--- src/rtl/uart_pkg.sv ---
// uart_pkg: shared FSM encoding, frame defaults and header helper for the UART frame scheduler
package uart_pkg;

    typedef enum logic [2:0] {
        IDLE,
        SYNC,
        HDR,
        PAYLOAD,
        CSUM
    } state_e;

    localparam logic [7:0] SYNC_BYTE_DEF = 8'hAA;
    localparam int         MAX_LEN_DEF   = 32;

    // Header byte carries the owning channel in its two low bits
    function automatic logic [7:0] hdr_byte(input logic [1:0] id);
        return {6'b0, id};
    endfunction

endpackage

--- src/rtl/rr_arbiter.sv ---
// rr_arbiter: round-robin arbiter, one-hot grant, pointer advances past the winner on enable
module rr_arbiter #(
    parameter int N = 3
) (
    input  logic         clk,
    input  logic         rst_n,
    input  logic [N-1:0] req,
    input  logic         en,
    output logic [N-1:0] gnt
);

    localparam int W = N > 1 ? $clog2(N) : 1;

    logic [W-1:0] ptr_q, ptr_d;
    logic [W:0]   idx;
    logic         found;

    // Scan from the pointer with wrap-around; the first requester wins and the pointer moves just past it
    always_comb begin
        gnt   = '0;
        ptr_d = ptr_q;
        idx   = '0;
        found = 1'b0;
        for (int i = 0; i < N; i++) begin
            idx = {1'b0, ptr_q} + (W+1)'(i);
            if (idx >= (W+1)'(N)) idx = idx - (W+1)'(N);
            if (!found && req[idx[W-1:0]]) begin
                found              = 1'b1;
                gnt[idx[W-1:0]]    = 1'b1;
                if (en) ptr_d = (idx == (W+1)'(N-1)) ? '0 : W'(idx + 1'b1);
            end
        end
    end

    // Pointer register; channel 0 is first in line after reset
    always_ff @(posedge clk or negedge rst_n) begin
        if (!rst_n) ptr_q <= '0;
        else        ptr_q <= ptr_d;
    end

endmodule

--- src/rtl/uart_tx_sched.sv ---
// uart_tx_sched: frames per-channel byte streams (sync, header, payload, xor checksum) onto one UART
module uart_tx_sched
    import uart_pkg::*;
#(
    parameter int         NUM_CH    = 3,
    parameter logic [7:0] SYNC_BYTE = SYNC_BYTE_DEF,
    parameter int         MAX_LEN   = MAX_LEN_DEF
) (
    input  logic                clk,
    input  logic                rst_n,
    input  logic [8*NUM_CH-1:0] src_data,
    input  logic [NUM_CH-1:0]   src_valid,
    input  logic [NUM_CH-1:0]   src_last,
    output logic [NUM_CH-1:0]   src_ready,
    output logic [7:0]          tx_data,
    output logic                tx_data_valid,
    input  logic                tx_data_ready,
    output logic [1:0]          grant_id,
    output logic                busy
);

    state_e      state_q, state_d;
    logic [7:0]  tx_data_q, tx_data_d;
    logic        tx_valid_q, tx_valid_d;
    logic [1:0]  grant_q, grant_d;
    logic [7:0]  csum_q, csum_d;
    logic [7:0]  cnt_q, cnt_d;
    logic        csum_sent_q, csum_sent_d;
    logic        cool_q, cool_d;

    logic [NUM_CH-1:0] arb_req, arb_gnt;
    logic              arb_en;
    logic [1:0]        gnt_idx;
    logic [7:0]        sel_data;
    logic              sel_valid, sel_last;
    logic              xfer, ready_g, accept;

    // The cycle right after a checksum transfer is kept out of arbitration
    assign arb_req   = cool_q ? '0 : src_valid;
    assign arb_en    = (state_q == IDLE) && |arb_req;
    assign sel_data  = src_data[{grant_q, 3'b000} +: 8];
    assign sel_valid = src_valid[grant_q];
    assign sel_last  = src_last[grant_q];
    assign xfer      = tx_valid_q && tx_data_ready;
    assign ready_g   = (state_q == PAYLOAD) && (!tx_valid_q || tx_data_ready);
    assign accept    = ready_g && sel_valid;

    assign tx_data       = tx_data_q;
    assign tx_data_valid = tx_valid_q;
    assign grant_id      = grant_q;
    assign busy          = state_q != IDLE;

    rr_arbiter #(.N(NUM_CH)) u_arb (
        .clk   (clk),
        .rst_n (rst_n),
        .req   (arb_req),
        .en    (arb_en),
        .gnt   (arb_gnt)
    );

    // Convert the one-hot grant into the channel number carried in the header
    always_comb begin
        gnt_idx = '0;
        for (int i = 0; i < NUM_CH; i++)
            if (arb_gnt[i]) gnt_idx = 2'(i);
    end

    // Only the owning channel sees ready, and only while the output slot is free or draining
    always_comb begin
        src_ready          = '0;
        src_ready[grant_q] = ready_g;
    end

    // Frame sequencer: next state, output byte, running checksum and payload count
    always_comb begin
        state_d     = state_q;
        tx_data_d   = tx_data_q;
        tx_valid_d  = tx_valid_q;
        grant_d     = grant_q;
        csum_d      = csum_q;
        cnt_d       = cnt_q;
        csum_sent_d = csum_sent_q;
        cool_d      = 1'b0;
        case (state_q)
            IDLE: if (arb_en) begin
                grant_d    = gnt_idx;
                tx_data_d  = SYNC_BYTE;
                tx_valid_d = 1'b1;
                state_d    = SYNC;
            end
            SYNC: if (xfer) begin
                tx_data_d = hdr_byte(grant_q);
                csum_d    = hdr_byte(grant_q);
                state_d   = HDR;
            end
            HDR: if (xfer) begin
                tx_valid_d = 1'b0;
                cnt_d      = '0;
                state_d    = PAYLOAD;
            end
            PAYLOAD: if (accept) begin
                tx_data_d  = sel_data;
                tx_valid_d = 1'b1;
                csum_d     = csum_q ^ sel_data;
                cnt_d      = cnt_q + 8'd1;
                if (sel_last || (cnt_q + 8'd1 == 8'(MAX_LEN))) begin
                    csum_sent_d = 1'b0;
                    state_d     = CSUM;
                end
            end else if (xfer) begin
                tx_valid_d = 1'b0;
            end
            CSUM: if (xfer) begin
                if (csum_sent_q) begin
                    tx_valid_d = 1'b0;
                    cool_d     = 1'b1;
                    state_d    = IDLE;
                end else begin
                    tx_data_d   = csum_q;
                    csum_sent_d = 1'b1;
                end
            end
            default: state_d = IDLE;
        endcase
    end

    // State and datapath registers; reset abandons any frame in flight
    always_ff @(posedge clk or negedge rst_n) begin
        if (!rst_n) begin
            state_q     <= IDLE;
            tx_data_q   <= '0;
            tx_valid_q  <= 1'b0;
            grant_q     <= '0;
            csum_q      <= '0;
            cnt_q       <= '0;
            csum_sent_q <= 1'b0;
            cool_q      <= 1'b0;
        end else begin
            state_q     <= state_d;
            tx_data_q   <= tx_data_d;
            tx_valid_q  <= tx_valid_d;
            grant_q     <= grant_d;
            csum_q      <= csum_d;
            cnt_q       <= cnt_d;
            csum_sent_q <= csum_sent_d;
            cool_q      <= cool_d;
        end
    end

endmodule
--- config.mk ---
export PLATFORM = sky130hd
export DESIGN_NAME = uart_tx_sched
export DESIGN_NICKNAME = d
export VERILOG_FILES = /design/src/rtl/uart_pkg.sv /design/src/rtl/rr_arbiter.sv /design/src/rtl/uart_tx_sched.sv
export SDC_FILE = /design/constraint.sdc
export NUM_CORES = 1
export LEC_CHECK = 0
export CORE_MARGIN = 2
export CORE_UTILIZATION = 30
export DETAILED_ROUTE_END_ITERATION = 10
export GPL_ROUTABILITY_DRIVEN = 0
export SETUP_SLACK_MARGIN = 0.2
export SYNTH_ARGS = -nofsm -noshare
export SYNTH_HDL_FRONTEND = slang
export SYNTH_SLANG_ARGS = --single-unit
--- constraint.sdc ---
create_clock -name clk -period 2.15 [get_ports clk]
set_input_delay 0.43 -clock clk [delete_from_list [all_inputs] [get_ports clk]]
set_output_delay 0.43 -clock clk [all_outputs]
set_load 0.005 [all_outputs]
==> impl_metrics.csv <==
group,metric,value,unit
status,status,"completed",
floorplanning,pin_count,48,
route,wire_per_inst,14.5,um
worst_setup_path,path_cells,"ha_4 -> buf_6 -> or4bb_4 -> o31ai_4 -> buf_4 -> a31oi_1 -> o41ai_2",
synthesis,synthesis.area,2460,sq um
place,portBuffers,47,
route,drc,0,
cells_and_area,seq_area,853,sq um
route,first_pass_iters,4,
worst_setup_path,endpoint_kind,"flip-flop",
cells_and_area,n_antenna_cell,0,
timing,worst-slew-pin-transition,0.465,ns
synthesis,async_reset_ff_share,100,%
cells_and_area,layout_commonest_cell,"clkdlybuf4s50_1",
clocking,cts_buffers,5,
cells_and_area,multi_input_area,1610,sq um
cells_and_area,syn2layout_area_growth,46.4,%
synthesis,ys_types,58,
floorplanning,die_h,94.6,um
global_route,grt_pass1_vias,2306,
timing,final.min_clock_period,2.00,ns
timing,rsz0062_at_grt,"yes",
floorplanning,die_w,94.6,um
timing,finalMaxSlewViolations,0,
global_route,grt_util_all_layers,15.1,%
timing,period_share,93.0,%
worst_setup_path,crit_required,2.34,ns
worst_setup_path,crit_fanout,3,
worst_setup_path,path_delay_family,"simple AND/OR/NAND/NOR gates",
timing,setup_violations,0,
timing,fin_skew,0.00677,ns
floorplanning,die-area,8940,sq um
worst_setup_path,cpPeakStageDelay,0.54,ns
run,drv_cap,0,
worst_setup_path,crit_cells,7,
route,vias,2448,
place,pre_cts_slack,-0.204,ns
timing,layout_setup_ws,0.150,ns
route,ant_nets,0,
place,hpwlAfterDp,4.88,mm
worst_setup_path,r2r_cells,7,
global_route,grt_overflow,0,
timing,hold_viol_final,0,
clocking,cts-htree-levels,2,
worst_setup_path,critPathLaunchType,"flip-flop",
worst_setup_path,worstSetupPathType,"reg2reg",
synthesis,synth-seq-area-share,34.6,%
cells_and_area,nNetsFinal,401,
cells_and_area,nFillCells,793,
cells_and_area,drive_above_1_share,27.5,%
timing,fmax,500,MHz
hold_path,min_path_type,"reg2reg",
clocking,cts-root-buf,"clkbuf_8",
clocking,clock-sinks,34,
cells_and_area,final_cell_mix,"41 x clkdlybuf4s50_1, 39 x buf_4, 32 x dfrtp_1, 27 x nor2_1, 22 x nand2_1",
power_and_ir_drop,vdd_ir_drop_max,0.000505,V
global_route,grt_max_degree,35,
clocking,clkTransAtPathRegs,0.07,ns
route,via_per_inst,5.23,
synthesis,ys.flop_type,"dfrtp_1",
clocking,clockBufferDepth,2,
power_and_ir_drop,power.density,1420,nW/um^2
synthesis,yosysWarnings,0,
synthesis,yosys-top-cells-area,"dfrtp_1 35%, mux2i_1 4.5%, nor2_1 4.1%, o21ai_0 3.9%, nand2_1 3.5%",
power_and_ir_drop,leakagePower,0.00149,uW
synthesis,synth_top_area_share,34.6,%
synthesis,synth_top_cell_by_area,"dfrtp_1",
worst_setup_path,crit_buf_inv,2,
route,drtIter0Drc,107,
clocking,insertion_delay,0.29,ns
floorplanning,start_util,30.4,%
clocking,cts_tree,"built",
global_route,antenna_found_initial,0,
worst_setup_path,cp.arrival,2.19,ns
hold_path,hold-path-cell-count,2,
global_route,grt_pass1_wl,10.6,mm
synthesis,syn_area_per_cell,8.76,sq um
worst_setup_path,slowest_stage,"or4bb_4",
timing,max-slew-margin-rel,68.8,%
route,drt-total-wl,6.80,mm
floorplanning,fp-row-count,33,
synthesis,ys_ff_latch,34,
floorplanning,core,8090,sq um
synthesis,synth_nets,320,
synthesis,synthCells,281,
timing,whs,0.478,ns
synthesis,synth-edff-count,0,
[report_power, final]
group / switching, uW / internal (uW)
registers: 180 / 877
logic: 1630 / 1710
clock network: 260 / 465
[cell type report]
class / count / area share [%]
Clock buffer: 5 / 1.91
Clock inverter: 3 / 1.91
Inverter: 10 / 1.04
Multi-Input combinational cell: 220 / 44.7
Sequential cell: 34 / 23.7
Tap cell: 105 / 3.65
Timing Repair Buffer: 91 / 23.1
[state kept, by name, indices dropped and copies added, names as in the netlist]
register	cells
tx_data_valid	1
csum_sent_q	1
u_arb.ptr_q	2
tx_data	8
state_q	3
cool_q	1
csum_q	8
cnt_q	8
grant_id	2
[synth_stat cells, types with 2 or more instances]
master / n
a211o_1: 2
a211oi_1: 4
a21o_1: 3
a21oi_1: 15
a22o_1: 2
a22oi_1: 5
buf_2: 3
buf_4: 3
buf_6: 5
clkbuf_1: 6
dfrtp_1: 34
ha_1: 6
inv_1: 10
mux2_2: 4
mux2i_1: 11
nand2_1: 23
nand2b_1: 10
nand3_1: 10
nor2_1: 27
nor2b_1: 2
nor3_1: 11
nor3b_1: 4
nor4_1: 2
o21ai_0: 19
o21ai_1: 3
o21ai_2: 2
o22ai_1: 2
o2bb2ai_1: 7
o31ai_1: 5
o32ai_1: 2
o41ai_1: 2
or2_2: 2
or3_1: 4
xor2_1: 7
[repair_timing]
action,in CTS,in global routing
pin swaps,7,7
hold buffers,0,0
cloned,0,0
resized for setup,25,26
setup buffers,5,5
setup endpoints to repair,9,27
[routing by layer]
metal,GRT usage [%],vias up,wire [um]
met1,18.2,1178,2880
li1,-,1198,-
met2,26.5,61,3460
met3,3.27,11,323
met4,5.68,0,137
met5,0,-,0
[stage by stage]
| stage | util, % | TNS [ns] | area, sq um | std cells | power (uW) |
|---|---|---|---|---|---|
| 2_1_floorplan | - | 0 | 2470 | 281 | 2940 |
| 3_3_place_gp | 39.9 | -0.763 | 3230 | 450 | 3870 |
| 3_5_place_dp | 39.9 | -1.09 | 3230 | 450 | 3910 |
| 4_1_cts | 42.8 | 0 | 3460 | 463 | 4840 |
| 5_1_grt | 44.5 | 0 | 3600 | 468 | 5510 |
| 6_report | 44.5 | 0 | 3600 | 468 | 5120 |
[worst min-delay path: stages (launching register included)]
cell     delay (ns)
dfrtp_1        0.34
nand2_1        0.06
o21ai_2        0.05
[logic make-up after synthesis]
family          after synthesis  share of synthesized area [%]
flops                        34                           34.6
compound gates               86                           25.0
fa+ha+maj                     6                           3.05
mux                          15                           6.30
simple gates                105                           22.0
buf+inv                      27                           6.25
xor+xnor                      8                           2.85
[path summary, 6_finish.rpt]
kind	slack (ns)	from	to
max in group asynchronous	1.23	rst_n	cnt_q[0]$_DFFE_PN0P_
hold / removal	0.48	tx_data[6]$_DFFE_PN0P_	tx_data[6]$_DFFE_PN0P_
min in group asynchronous	0.54	rst_n	tx_data[7]$_DFFE_PN0P_
setup reg to reg	0.15	u_arb.ptr_q[1]$_DFF_PN0_	grant_id[0]$_DFFE_PN0P_
setup / recovery	0.15	u_arb.ptr_q[1]$_DFF_PN0_	grant_id[0]$_DFFE_PN0P_
hold reg to reg	0.48	tx_data[6]$_DFFE_PN0P_	tx_data[6]$_DFFE_PN0P_
No activity file was read; power rests on OpenSTA's default activity.
